--- src/rtl/dds_pkg.sv ---
// Shared DDS definitions: frequency/phase word widths, meter FSM states and
// the edge-count to frequency-word conversion.
package dds_pkg;
  localparam int K_W = 32;
  localparam int P_W = 11;

  typedef enum logic [1:0] {IDLE, ARM, GATE, DONE} fsm_state_e;

  // Edges counted over a 2^gate_log2 gate, scaled to a K_W-bit DDS frequency word.
  function automatic logic [K_W-1:0] k_from_edges(input logic [K_W-1:0] edges,
                                                  input int gate_log2);
    return edges << (K_W - gate_log2);
  endfunction
endpackage

--- src/rtl/sync_edge_det.sv ---
// 2-FF synchroniser for an asynchronous input plus a one-cycle rising-edge pulse.
module sync_edge_det (
  input  logic clk,
  input  logic rst_n,
  input  logic d_async,
  output logic q_sync,
  output logic rise
);
  logic meta_q, sync_q, prev_q;

  always_ff @(posedge clk or negedge rst_n) begin
    if (!rst_n) begin
      meta_q <= 1'b0;
      sync_q <= 1'b0;
      prev_q <= 1'b0;
    end else begin
      meta_q <= d_async;
      sync_q <= meta_q;
      prev_q <= sync_q;
    end
  end

  assign q_sync = sync_q;
  assign rise   = sync_q & ~prev_q;
endmodule

--- src/rtl/dds_freq_meter.sv ---
// Gated edge-counting frequency meter reporting the DDS word K for sig_in.
// Optional high-time measurement enabled by defining DUTY_MEAS_EN.
module dds_freq_meter #(
  parameter int K_W       = 32,
  parameter int GATE_LOG2 = 20
) (
  input  logic                 clk,
  input  logic                 rst_n,
  input  logic                 sig_in,
  input  logic                 start,
  input  logic                 cont_en,
  output logic                 busy,
  output logic                 meas_valid,
  output logic [K_W-1:0]       K_meas,
  output logic                 no_sig,
  output logic [GATE_LOG2:0]   duty_cnt
);
  import dds_pkg::*;

  localparam logic [GATE_LOG2-1:0] GATE_LAST = '1;

  fsm_state_e           state_q, state_d;
  logic [GATE_LOG2-1:0] gate_q, gate_d;
  logic [GATE_LOG2-1:0] edge_q, edge_d, edge_nxt;
  logic [K_W-1:0]       k_q, k_d;
  logic                 nosig_q, nosig_d;
  logic                 sig_sync, sig_rise;

  sync_edge_det u_sync (
    .clk     (clk),
    .rst_n   (rst_n),
    .d_async (sig_in),
    .q_sync  (sig_sync),
    .rise    (sig_rise)
  );

  // Result is computed on the way into DONE so it is visible alongside meas_valid;
  // edge_nxt includes an edge landing in the final gate cycle.
  assign edge_nxt = edge_q + GATE_LOG2'(sig_rise);

  always_comb begin
    state_d = state_q;
    gate_d  = gate_q;
    edge_d  = edge_q;
    k_d     = k_q;
    nosig_d = nosig_q;
    case (state_q)
      IDLE: begin
        if (start) begin
          state_d = ARM;
          gate_d  = '0;
        end
      end
      ARM: begin
        if (sig_rise) begin
          state_d = GATE;
          gate_d  = '0;
          edge_d  = '0;
        end else if (gate_q == GATE_LAST) begin
          state_d = DONE;
          k_d     = '0;
          nosig_d = 1'b1;
        end else begin
          gate_d = gate_q + GATE_LOG2'(1);
        end
      end
      GATE: begin
        edge_d = edge_nxt;
        if (gate_q == GATE_LAST) begin
          state_d = DONE;
          k_d     = K_W'(k_from_edges(dds_pkg::K_W'(edge_nxt), GATE_LOG2));
          nosig_d = 1'b0;
        end else begin
          gate_d = gate_q + GATE_LOG2'(1);
        end
      end
      DONE: begin
        gate_d  = '0;
        state_d = cont_en ? ARM : IDLE;
      end
      default: state_d = IDLE;
    endcase
  end

  always_ff @(posedge clk or negedge rst_n) begin
    if (!rst_n) begin
      state_q <= IDLE;
      gate_q  <= '0;
      edge_q  <= '0;
      k_q     <= '0;
      nosig_q <= 1'b0;
    end else begin
      state_q <= state_d;
      gate_q  <= gate_d;
      edge_q  <= edge_d;
      k_q     <= k_d;
      nosig_q <= nosig_d;
    end
  end

`ifdef DUTY_MEAS_EN
  logic [GATE_LOG2:0] hi_q, hi_d, hi_nxt, duty_q, duty_d;

  assign hi_nxt = hi_q + (GATE_LOG2+1)'(sig_sync);

  always_comb begin
    hi_d   = hi_q;
    duty_d = duty_q;
    case (state_q)
      ARM: begin
        if (sig_rise) hi_d = '0;
        else if (gate_q == GATE_LAST)
          duty_d = sig_sync ? {1'b1, {GATE_LOG2{1'b0}}} : '0;
      end
      GATE: begin
        hi_d = hi_nxt;
        if (gate_q == GATE_LAST) duty_d = hi_nxt;
      end
      default: ;
    endcase
  end

  always_ff @(posedge clk or negedge rst_n) begin
    if (!rst_n) begin
      hi_q   <= '0;
      duty_q <= '0;
    end else begin
      hi_q   <= hi_d;
      duty_q <= duty_d;
    end
  end

  assign duty_cnt = duty_q;
`else
  logic unused_sync;
  assign unused_sync = sig_sync;
  assign duty_cnt    = '0;
`endif

  assign busy       = (state_q != IDLE);
  assign meas_valid = (state_q == DONE);
  assign K_meas     = k_q;
  assign no_sig     = nosig_q;
endmodule
--- config.mk ---
export PLATFORM = sky130hd
export DESIGN_NAME = dds_freq_meter
export DESIGN_NICKNAME = d
export VERILOG_FILES = /design/src/rtl/dds_pkg.sv /design/src/rtl/sync_edge_det.sv /design/src/rtl/dds_freq_meter.sv
export SDC_FILE = /design/constraint.sdc
export NUM_CORES = 1
export LEC_CHECK = 0
export ABC_AREA = 1
export BUFFER_PORTS_ARGS = -buffer_cell sky130_fd_sc_hd__buf_2
export CORE_MARGIN = 5
export CORE_UTILIZATION = 50
export CTS_BUF_LIST = sky130_fd_sc_hd__clkbuf_16
export DETAILED_ROUTE_END_ITERATION = 6
export PLACE_DENSITY = 0.71
export REMOVE_ABC_BUFFERS = 1
export SYNTH_ARGS = -nofsm -noshare
export SYNTH_HDL_FRONTEND = slang
export SYNTH_SLANG_ARGS = --single-unit
--- constraint.sdc ---
create_clock -name clk -period 5.7 [get_ports clk]
set_input_delay 0.285 -clock clk [delete_from_list [all_inputs] [get_ports clk]]
set_output_delay 0.285 -clock clk [all_outputs]
set_load 0.02 [all_outputs]
==> results of run 1 <==
worst paths after layout:
kind                                           end  slack (ps)  cells past startpoint
max                          edge_q[6]$_DFFE_PN0P_        3030                      7
min                        u_sync.meta_q$_DFF_PN0_          70                      1
max reg2reg                  edge_q[6]$_DFFE_PN0P_        3030                      7
min reg2reg                u_sync.q_sync$_DFF_PN0_         350                      0
max in group asynchronous    gate_q[1]$_DFFE_PN0P_        5040                      2
min in group asynchronous   edge_q[12]$_DFFE_PN0P_         140                      2
cells in the mapped netlist (2+ instances only):
| cell type | n | share of area, % |
|---|---|---|
| clkbuf_1 | 6 | 0.56 |
| nor2_2 | 2 | 0.31 |
| nor2_1 | 65 | 6.1 |
| nand4_1 | 18 | 2.8 |
| a21oi_1 | 10 | 1.3 |
| buf_4 | 34 | 6.4 |
| buf_2 | 4 | 0.50 |
| buf_1 | 2 | 0.19 |
| o21bai_1 | 3 | 0.56 |
| o21ai_0 | 42 | 5.3 |
| o21ai_1 | 5 | 0.63 |
| dfrtp_1 | 66 | 41 |
| nand3_1 | 44 | 5.5 |
| inv_1 | 68 | 6.4 |
| nand2_1 | 176 | 17 |
| ha_1 | 9 | 2.8 |
through the flow:
step                total power, mW  util (%)
finish                         1.32      56.0
global route                   1.40      56.0
CTS                            1.33      56.0
detailed placement            0.810      52.4
global placement              0.802      52.4
floorplan                     0.729         -
cell families (layout without fill, tap and decap cells):
| family | Yosys count | after routing | synth area share (%) |
|---|---|---|---|
| AND/OR/NAND/NOR | 314 | 314 | 33.6 |
| buffers and inverters | 115 | 112 | 14.3 |
| flip-flops | 66 | 66 | 41.3 |
| AO/OA/AOI/OAI | 61 | 61 | 7.89 |
| adder cells (fa/ha/maj) | 9 | 9 | 2.82 |
| other | 1 | 33 | 0.0938 |
power by group:
group / leakage (nW) / switching (mW) / total [mW] / internal (mW)
Sequential: 0.911 / 0.0150 / 0.499 / 0.484
Combinational: 1.11 / 0.245 / 0.305 / 0.0592
Clock: 0.148 / 0.184 / 0.513 / 0.329
Total: 2.17 / 0.444 / 1.32 / 0.873
layout make-up:
type                       count  area, um^2
clock inverter                 7        53.8
tap                          102         128
fill                         749        3420
timing repair buffer          28         143
clock buffer                   9         225
sequential                    66        1650
inverter                      68         255
multi-input combinational    417        1890
state kept, by name, summed over array words and instances, names as in the netlist:
name and count:
u_sync.q_sync 1, no_sig 1, u_sync.meta_q 1, state_q 2, u_sync.prev_q 1, K_meas 20, edge_q 20, gate_q 20
critical path: cells and delay by family (launching register included):
family | cells | cell delay (ps)
AO/OA/AOI/OAI | 1 | 130
adder cells (fa/ha/maj) | 1 | 640
buffers and inverters | 3 | 700
flip-flops | 1 | 410
AND/OR/NAND/NOR | 2 | 640
routing by layer:
layer / share of wire (%) / global-route usage [%]
met1: 50 / 23.0
met5: 0 / 0
met2: 43 / 27.7
met3: 5.6 / 4.84
met4: 1.2 / 4.10
==> impl_results.md, run 1 <==
- Final setup viols: 0
- Nets: 604
- Starting DRT DRC Count: 135
- Seq/Total Area, Yosys: about 41%
- Startpoint types: register
- Final min period: 2670 ps
- Clk slew on worst S/H paths: 50 ps
- Post-Synthesis Cells: 566
- Pre-Repair DR Iteration Count: 4
- Total setup buffers inserted after CTS: 0
- Count of cell types in the netlist: 28
- Clock Tree Buf Depth: 2
- Slew HR: 38.4%
- Clock latency on the worst-skew pair: between 300 and 400 ps
- Run status: finished clean
- Max-slew violations: 0
- Final period util: 46.8%
- Crit path DAT: 2860 ps
- Ordered cell list for the critical path: inv_1 > ha_1 > nor2_1 > inv_1 > nand2_1 > inv_1 > o21ai_0
- EDFF count, synth: 0
- Avg Inst Size Synth: 7.06 um^2
- TritonCTS clock tree: done
- Reg2reg start: state_q[0]$_DFFE_PN0P_
- Remaining DRCs: 0
- H-tree depth: 3
- Fin. Hold Viols: 0
- Antenna violations before repair: 0
- Cts repair resizes: 0
- Initial core utilization: 51.5%
- Maximum clock frequency: 0.375 GHz
- Tot GR Track Use: about 17%
- Clock Skew: approximately 6.7 ps
- First-pass GRT wire length: 14.1 mm
- CP required: 5900 ps
- Setup TNS: 0 ps
- Most common library cell in the layout ignoring fill and taps: nand2_1
- Hold Crit Class: in2reg
- Yosys reg bits: 66
- Main synth FF type: dfrtp_1
- Core area: 0.00777 mm^2
- Post-Route WL: 8.00 mm
- RSZ-0062 raised after global routing: false
- Antenna-violating nets left: 0
- Kind of critical path: reg2reg
- Sink Count: between 60 and 70
- Vias in the first global route: ~3.2k
- Yosys warnings: 0
- ANT cells: 0
- Maximum VDD drop: around 0.25 mV
- Final Cell Area: 0.00435 mm^2
- Layout cell share with drive strength beyond 1: 8.07%
- Setup ws final: 3030 ps
- I/O Buffers: 27
- Mapped cell area: 0.00400 mm^2
- CTS buffer count: 9
- I/O pins: slightly above 60
- Vias: around 3.4k
- Slew @ Worst Pin: ~900 ps
- Place WS: between 3000 and 4000 ps
- Lkg Pwr: around 2.2 nW
- Asr flop ratio synth: 100%
- Slowest stage cell, crit path: ha_1
- Die W: 99.4 um
- Hold buffers post-CTS: 0
- Most frequent cells in the layout: nand2_1, inv_1, dfrtp_1, nor2_1, nand3_1
- Dpl cells: 681
- Critical path origin: state_q[0]$_DFFE_PN0P_
- Fin Hold WS: 66.9 ps
- Cell Pwr Density: approximately 300 mW/mm^2
- Die height: between 90 and 100 um
- Pin count of the biggest net entering global routing: 67
- Root Driver: clkbuf_16
- Worst Hold Launch: sig_in
- WL per Instance: roughly 11 um
- CP Capture Type: register
- # rows: 32
- DIE AREA: 0.00988 mm^2
- Most common cell on crit path: inv_1
- Largest stage delay, worst path: 640 ps
- HPWL after DPL: 5.71 mm
- Worst Path Max Fanout: 33
- Via-to-Cell Ratio: 4.86
- RePlAce Congestion: 0.890
- Grt total ovfl: 0
- Synth-to-layout area growth: 8.83%
- Finished Layout Cells: between 600 and 700
- Max Cap Viol: 0
- Placed cell areas: just over 0.004 mm^2
No activity file was read; power rests on OpenSTA's default activity.
==> run 2: changes to the inputs <==
--- a/config.mk
+++ b/config.mk
@@ -11,7 +11,7 @@
 export CORE_UTILIZATION = 50
 export CTS_BUF_LIST = sky130_fd_sc_hd__clkbuf_16
 export DETAILED_ROUTE_END_ITERATION = 6
-export PLACE_DENSITY = 0.71
+export PLACE_DENSITY = 0.73
 export REMOVE_ABC_BUFFERS = 1
 export SYNTH_ARGS = -nofsm -noshare
 export SYNTH_HDL_FRONTEND = slang
==> constraint.sdc (replaced) <==
create_clock -name clk -period 2.2 [get_ports clk]
set_input_delay 0.11 -clock clk [delete_from_list [all_inputs] [get_ports clk]]
set_output_delay 0.11 -clock clk [all_outputs]
set_load 0.02 [all_outputs]
==> run 2 against run 1 <==
Global-route usage grew 1.8 points. Critical path depth increased by 3. Flip-flop and latch count unchanged. Count of clock-buffer cells in the layout did not move. Core utilization increased by 2.1 points. Final cell count increased by 1.6%. Via count grew 3.1%. Non-clock buffer count rose by 11. Fmax increased by 37%. Largest cell class unchanged.
==> impl_results.md, run 2 (same netlist as run 1, synthesis figures left out) <==
- Run status: finished clean
- Maximum VDD drop: 0.678 mV
- Max Cap Viol: 0
- Antenna violations before repair: 0
- Ordered cell list for the critical path: ha_1 > nand2_1 > nor2_2 > nand2_2 > nor2_4 > nand3_4 > buf_4 > nand2_1 > o21ai_0 > nor2_1
- Clk slew on worst S/H paths: ~60 ps
- Finished Layout Cells: 708
- Largest stage delay, worst path: 370 ps
- Clock latency on the worst-skew pair: 340 ps
- Internal power: 2.47 mW
- Pre-Repair DR Iteration Count: 5
- Die height: 99.4 um
- DIE AREA: 0.00988 mm^2
- Fill count: 743
- Kind of critical path: reg2reg
- Fin. Hold Viols: 0
- TritonCTS clock tree: done
- Most common cell on crit path: nand2_1
- Clock Skew: 6.91 ps
- Sink Count: 66
- Most frequent cells in the layout: nand2_1, inv_1, dfrtp_1, nor2_1, nand3_1
- Remaining DRCs: 0
- Layout cell share with drive strength beyond 1: between 10 and 15%
- # rows: 32
- Via-to-Cell Ratio: 4.94
- CP required: 2470 ps
- Core area: 0.00777 mm^2
- HPWL after DPL: 6.21 mm
- Final setup viols: 0
- Initial core utilization: ~50%
- Vias: 3,494
- Hold Crit Class: in2reg
- Post-Route WL: 8.60 mm
- Vias in the first global route: between 3k and 4k
- CTS buffer count: 9
- Setup TNS: 0 ps
- Maximum clock frequency: 0.514 GHz
- CP Capture Type: register
- Die W: 99.4 um
- Antenna-violating nets left: 0
- Crit path DAT: around 2200 ps
- Dpl cells: 690
- I/O pins: 61
- WL per Instance: ~12 um
- RSZ-0062 raised after global routing: false
- Most common library cell in the layout ignoring fill and taps: nand2_1
- CP delay by family, top: simple AND/OR/NAND/NOR gates
- Slowest stage cell, crit path: dfrtp_1
- Starting DRT DRC Count: 213
- Synth-to-layout area growth: 12.8%
- Switching share of power: approximately a third
- Tot GR Track Use: between 10% and 20%
- RePlAce Congestion: 0.926
- Grt total ovfl: 0
- First-pass GRT wire length: 15.3 mm
- Final min period: between 1500 and 2000 ps
- Worst Path Max Fanout: 14
- Flop pwr share: approximately 34%
- Cell Pwr Density: about 830 mW/mm^2
- Pin count of the biggest net entering global routing: 40
- Final Util: 58.1%
- Slew HR: a little under three fifths
- Switching power: 1.28 mW
- Final period util: approximately 88%
- I/O Buffers: 27
- H-tree depth: 3
- Max-slew violations: 0
- Root Driver: clkbuf_16
- WP buf/inv: 1
- Clock Tree Buf Depth: 2
- Startpoint types: register
- Logic pwr share: a little under a quarter
- Nets: between 600 and 700
- ANT cells: 0
- Lkg Pwr: 2.24 nW
- Slew @ Worst Pin: 644 ps
- Fin Hold WS: 112 ps
- Clock share of power: 41.7%
==> run 2: cell types whose count changed in the layout (fill, tap and decap cells not counted) <==
cell	previous run	this run
inv_6	0	3
clkinvlp_4	0	1
nand3_2	1	0
nor2_1	65	63
bufinv_16	1	2
buf_12	0	1
dlygate4sd3_1	0	2
clkinv_1	2	0
nor2_2	2	4
buf_4	1	9
nand2_2	1	2
nand3_4	1	2
nand2_1	176	175
inv_1	71	68
==> run 2: what timing repair did <==
item                                   in CTS  in global routing
setup endpoints to repair                   0                 10
endpoints found under the hold margin      28                  0
gates resized for setup                     0                  4
buffers inserted                            0                  0
hold buffers                                2                  0
==> run 2: area by class of cell <==
cell class / count / area (um^2) / share of cell area, %
well taps: 102 / 128 / 2.83
clock inverters: 7 / 98.8 / 2.19
repair buffers: 39 / 243 / 5.38
inverters: 68 / 255 / 5.66
clock buffers: 9 / 225 / 4.99
multi-input cells: 417 / 1910 / 42.3
flip-flops and latches: 66 / 1650 / 36.6
==> run 2: worst min-delay path, cell delays in order <==
cell and delay, ps:
buf_2 80, a211oi_1 60, a21oi_1 150
==> run 2: per-stage QoR <==
stage / power (mW) / area, um^2 / setup slack [ps]
6_report: 3.75 / 4510 / 256
5_1_grt: 3.99 / 4510 / 11.6
4_1_cts: 3.79 / 4500 / 193
3_5_place_dp: 2.21 / 4150 / 193
3_3_place_gp: 2.18 / 4150 / 273
2_1_floorplan: 1.89 / 3800 / 89.4
==> run 2: final timing paths <==
check | from | endpoint | slack, ps | cells after the start
worst max-delay path | gate_q[1]$_DFFE_PN0P_ | gate_q[0]$_DFFE_PN0P_ | 260 | 10
worst min-delay path | cont_en | state_q[0]$_DFFE_PN0P_ | 110 | 3
worst max register to register | gate_q[1]$_DFFE_PN0P_ | gate_q[0]$_DFFE_PN0P_ | 260 | 10
worst min register to register | u_sync.meta_q$_DFF_PN0_ | u_sync.q_sync$_DFF_PN0_ | 350 | 0
max in group asynchronous | rst_n | K_meas[25]$_DFFE_PN0P_ | 1230 | 3
min in group asynchronous | rst_n | edge_q[10]$_DFFE_PN0P_ | 330 | 2
==> run 2: layer usage <==
layer  vias to the layer above  global-route usage, %  routed length (um)  part of all wire [%]
li1                       1789                      -                   -                     -
met1                      1594                   24.3                3930                    46
met2                        99                   31.6                4080                    47
met3                        12                   3.30                 478                   5.6
met4                         0                   8.19                 115                   1.3
met5                         -                      0                   0                     0
==> run 2: power groups by stage <==
stage          registers, mW  logic [mW]  clock network (mW)
2_1_floorplan           1.30       0.585                   0
3_3_place_gp            1.31       0.871                   0
3_5_place_dp            1.31       0.892                   0
4_1_cts                 1.29       0.897                1.60
5_1_grt                 1.30        1.03                1.66
6_report                1.29       0.894                1.56
==> run 3: changes to the inputs <==
--- a/config.mk
+++ b/config.mk
@@ -12,7 +12,6 @@
 export CTS_BUF_LIST = sky130_fd_sc_hd__clkbuf_16
 export DETAILED_ROUTE_END_ITERATION = 6
 export PLACE_DENSITY = 0.73
-export REMOVE_ABC_BUFFERS = 1
 export SYNTH_ARGS = -nofsm -noshare
 export SYNTH_HDL_FRONTEND = slang
 export SYNTH_SLANG_ARGS = --single-unit
==> constraint.sdc (replaced) <==
create_clock -name clk -period 1.75 [get_ports clk]
set_input_delay 0.0875 -clock clk [delete_from_list [all_inputs] [get_ports clk]]
set_output_delay 0.0875 -clock clk [all_outputs]
set_load 0.02 [all_outputs]
==> run 3 against run 2 <==
The flow now finishes with violations (negative setup slack). Fmax grew 8.9%. Routed wire length grew 16%. Sequential share of layout area shrank 3.5 points. Via count grew 7.6%. First-iteration DRC count shrank 8.5%. Clock skew grew 1.5 ps. Worst hold slack lost 42 ps. Register-to-register slack lost 290 ps.
==> impl_results.md, run 3 (same netlist as run 1, synthesis figures left out) <==
- Starting DRT DRC Count: 195
- Slowest stage cell, crit path: dfrtp_1
- Kind of critical path: reg2reg
- Worst Path Max Fanout: 5
- Fin. Hold Viols: 0
- CP delay by family, top: simple AND/OR/NAND/NOR gates
- Switching share of power: 36.1%
- RePlAce Congestion: around 0.84
- Final setup viols: 21
- CTS buffer count: 9
- I/O pins: 61
- Run status: finished with violations
- # rows: 32
- Core area: approximately 0.0078 mm^2
- Place WS: -49.8 ps
- ANT cells: 0
- Max Cap Viol: 0
- Switching power: 1.76 mW
- Startpoint types: register
- Grt total ovfl: 0
- Antenna violations before repair: 0
- Setup ws final: -35.7 ps
- I/O Buffers: 27
- Crit path DAT: 2010 ps
- Pre-Repair DR Iteration Count: 5
- Clk slew on worst S/H paths: 50 ps
- Fin Hold WS: 70.8 ps
- Hold Crit Class: in2reg
- Clock Tree Buf Depth: 2
- Final period util: 102%
- Max-slew violations: 0
- Pin count of the biggest net entering global routing: 67
- Failing checks: negative setup slack
- DIE AREA: 0.00988 mm^2
- Clock share of power: 36.4%
- Initial core utilization: 51.5%
- Remaining DRCs: 0
- Antenna-violating nets left: 0
- WL per Instance: 13.6 um
- Clock latency on the worst-skew pair: 340 ps
- Internal power: 3.11 mW
- Fill count: 638
- Layout cell share with drive strength beyond 1: between 20% and 30%
- Most common library cell in the layout ignoring fill and taps: nand2_1
- H-tree depth: 3
- HPWL after DPL: roughly 6.4 mm
- Die height: 99.4 um
- TritonCTS clock tree: done
- RSZ-0062 raised after global routing: true
- Largest stage delay, worst path: 360 ps
- Die W: 99.4 um
- Logic pwr share: 30.2%
- CP required: 1980 ps
- Sink Count: 66
- First-pass GRT wire length: 15.4 mm
- Post-Route WL: 9.96 mm
- Maximum VDD drop: 0.909 mV
- Synth-to-layout area growth: 24.8%
- Most frequent cells in the layout: nand2_1, inv_1, dfrtp_1, nor2_1, conb_1
- Final min period: 1790 ps
- Root Driver: clkbuf_16
- Vias in the first global route: 3,275
- Flop pwr share: 33.4%
- WP buf/inv: 2
- Via-to-Cell Ratio: 5.15
- Clock Skew: 8.36 ps
- Maximum clock frequency: 0.560 GHz
- Ordered cell list for the critical path: ha_2 > nand2_2 > nor2_4 > nand2_2 > nor2_4 > nand3_4 > buf_12 > nor2_8 > nand2_1 > o21ai_1 > inv_1
- Lkg Pwr: 2.41 nW
- CP Capture Type: register
- Nets: 637
- Tot GR Track Use: 19.2%
- Vias: 3,761
- Cell Pwr Density: 975 mW/mm^2
-- run 3: worst paths after layout --
check | startpoint | to | slack [ps] | cells after the start
setup reg to reg | gate_q[0]$_DFFE_PN0P_ | K_meas[15]$_DFFE_PN0P_ | -40 | 11
setup / recovery | gate_q[0]$_DFFE_PN0P_ | K_meas[15]$_DFFE_PN0P_ | -40 | 11
hold / removal | cont_en | state_q[0]$_DFFE_PN0P_ | 70 | 3
hold reg to reg | u_sync.meta_q$_DFF_PN0_ | u_sync.q_sync$_DFF_PN0_ | 350 | 0
min in group asynchronous | rst_n | K_meas[29]$_DFFE_PN0P_ | 310 | 3
max in group asynchronous | rst_n | state_q[0]$_DFFE_PN0P_ | 1140 | 3
-- run 3: through the flow --
step,TNS [ps],total power [mW],instances,util [%],area (um^2)
floorplan,0,2.49,598,-,4130
global placement,0,2.88,700,54.8,4260
detailed placement,-344,2.91,700,54.8,4260
CTS,-107,4.68,718,59.2,4600
global route,-4250,5.10,730,64.2,4990
finish,-399,4.86,730,64.2,4990
-- run 3: metal layers --
layer / track usage (%) / routed length, um / part of all wire (%) / up-vias
met1: 26.8 / 4390 / 44 / 1755
met3: 3.23 / 723 / 7.3 / 20
met5: 0 / 0 / 0 / -
met2: 29.8 / 4640 / 47 / 138
met4: 7.67 / 205 / 2.1 / 0
li1: - / - / - / 1848
-- run 3: timing repair --
action	CTS	global route
pin swaps	4	27
resized for setup	9	81
hold buffers	2	0
cloned	0	5
endpoints found under the hold margin	67	0
endpoints found under the setup margin	11	56
buffers inserted	0	7
-- run 3: worst reg2reg max path: cells and delay by family, from the launching register on --
| family | cells | cell delay, ps |
|---|---|---|
| simple gates | 7 | 820 |
| fa+ha+maj | 1 | 190 |
| buf+inv | 2 | 220 |
| compound gates | 1 | 70 |
| flops | 1 | 360 |
-- run 3: layout make-up --
type,count,area (um^2),share of cell area [%]
Clock buffer,9,225,4.51
Sequential cell,66,1650,33.1
Multi-Input combinational cell,419,2150,43.2
Timing Repair Buffer,59,510,10.2
Tap cell,102,128,2.56
Clock inverter,7,62.6,1.25
Inverter,68,255,5.12
-- run 3: power groups by stage --
| stage | registers, mW | logic (mW) | clock network [mW] |
|---|---|---|---|
| global placement | 1.64 | 1.24 | 0 |
| detailed placement | 1.64 | 1.26 | 0 |
| floorplan | 1.64 | 0.852 | 0 |
| global route | 1.63 | 1.61 | 1.86 |
| CTS | 1.62 | 1.28 | 1.78 |
| finish | 1.63 | 1.47 | 1.77 |
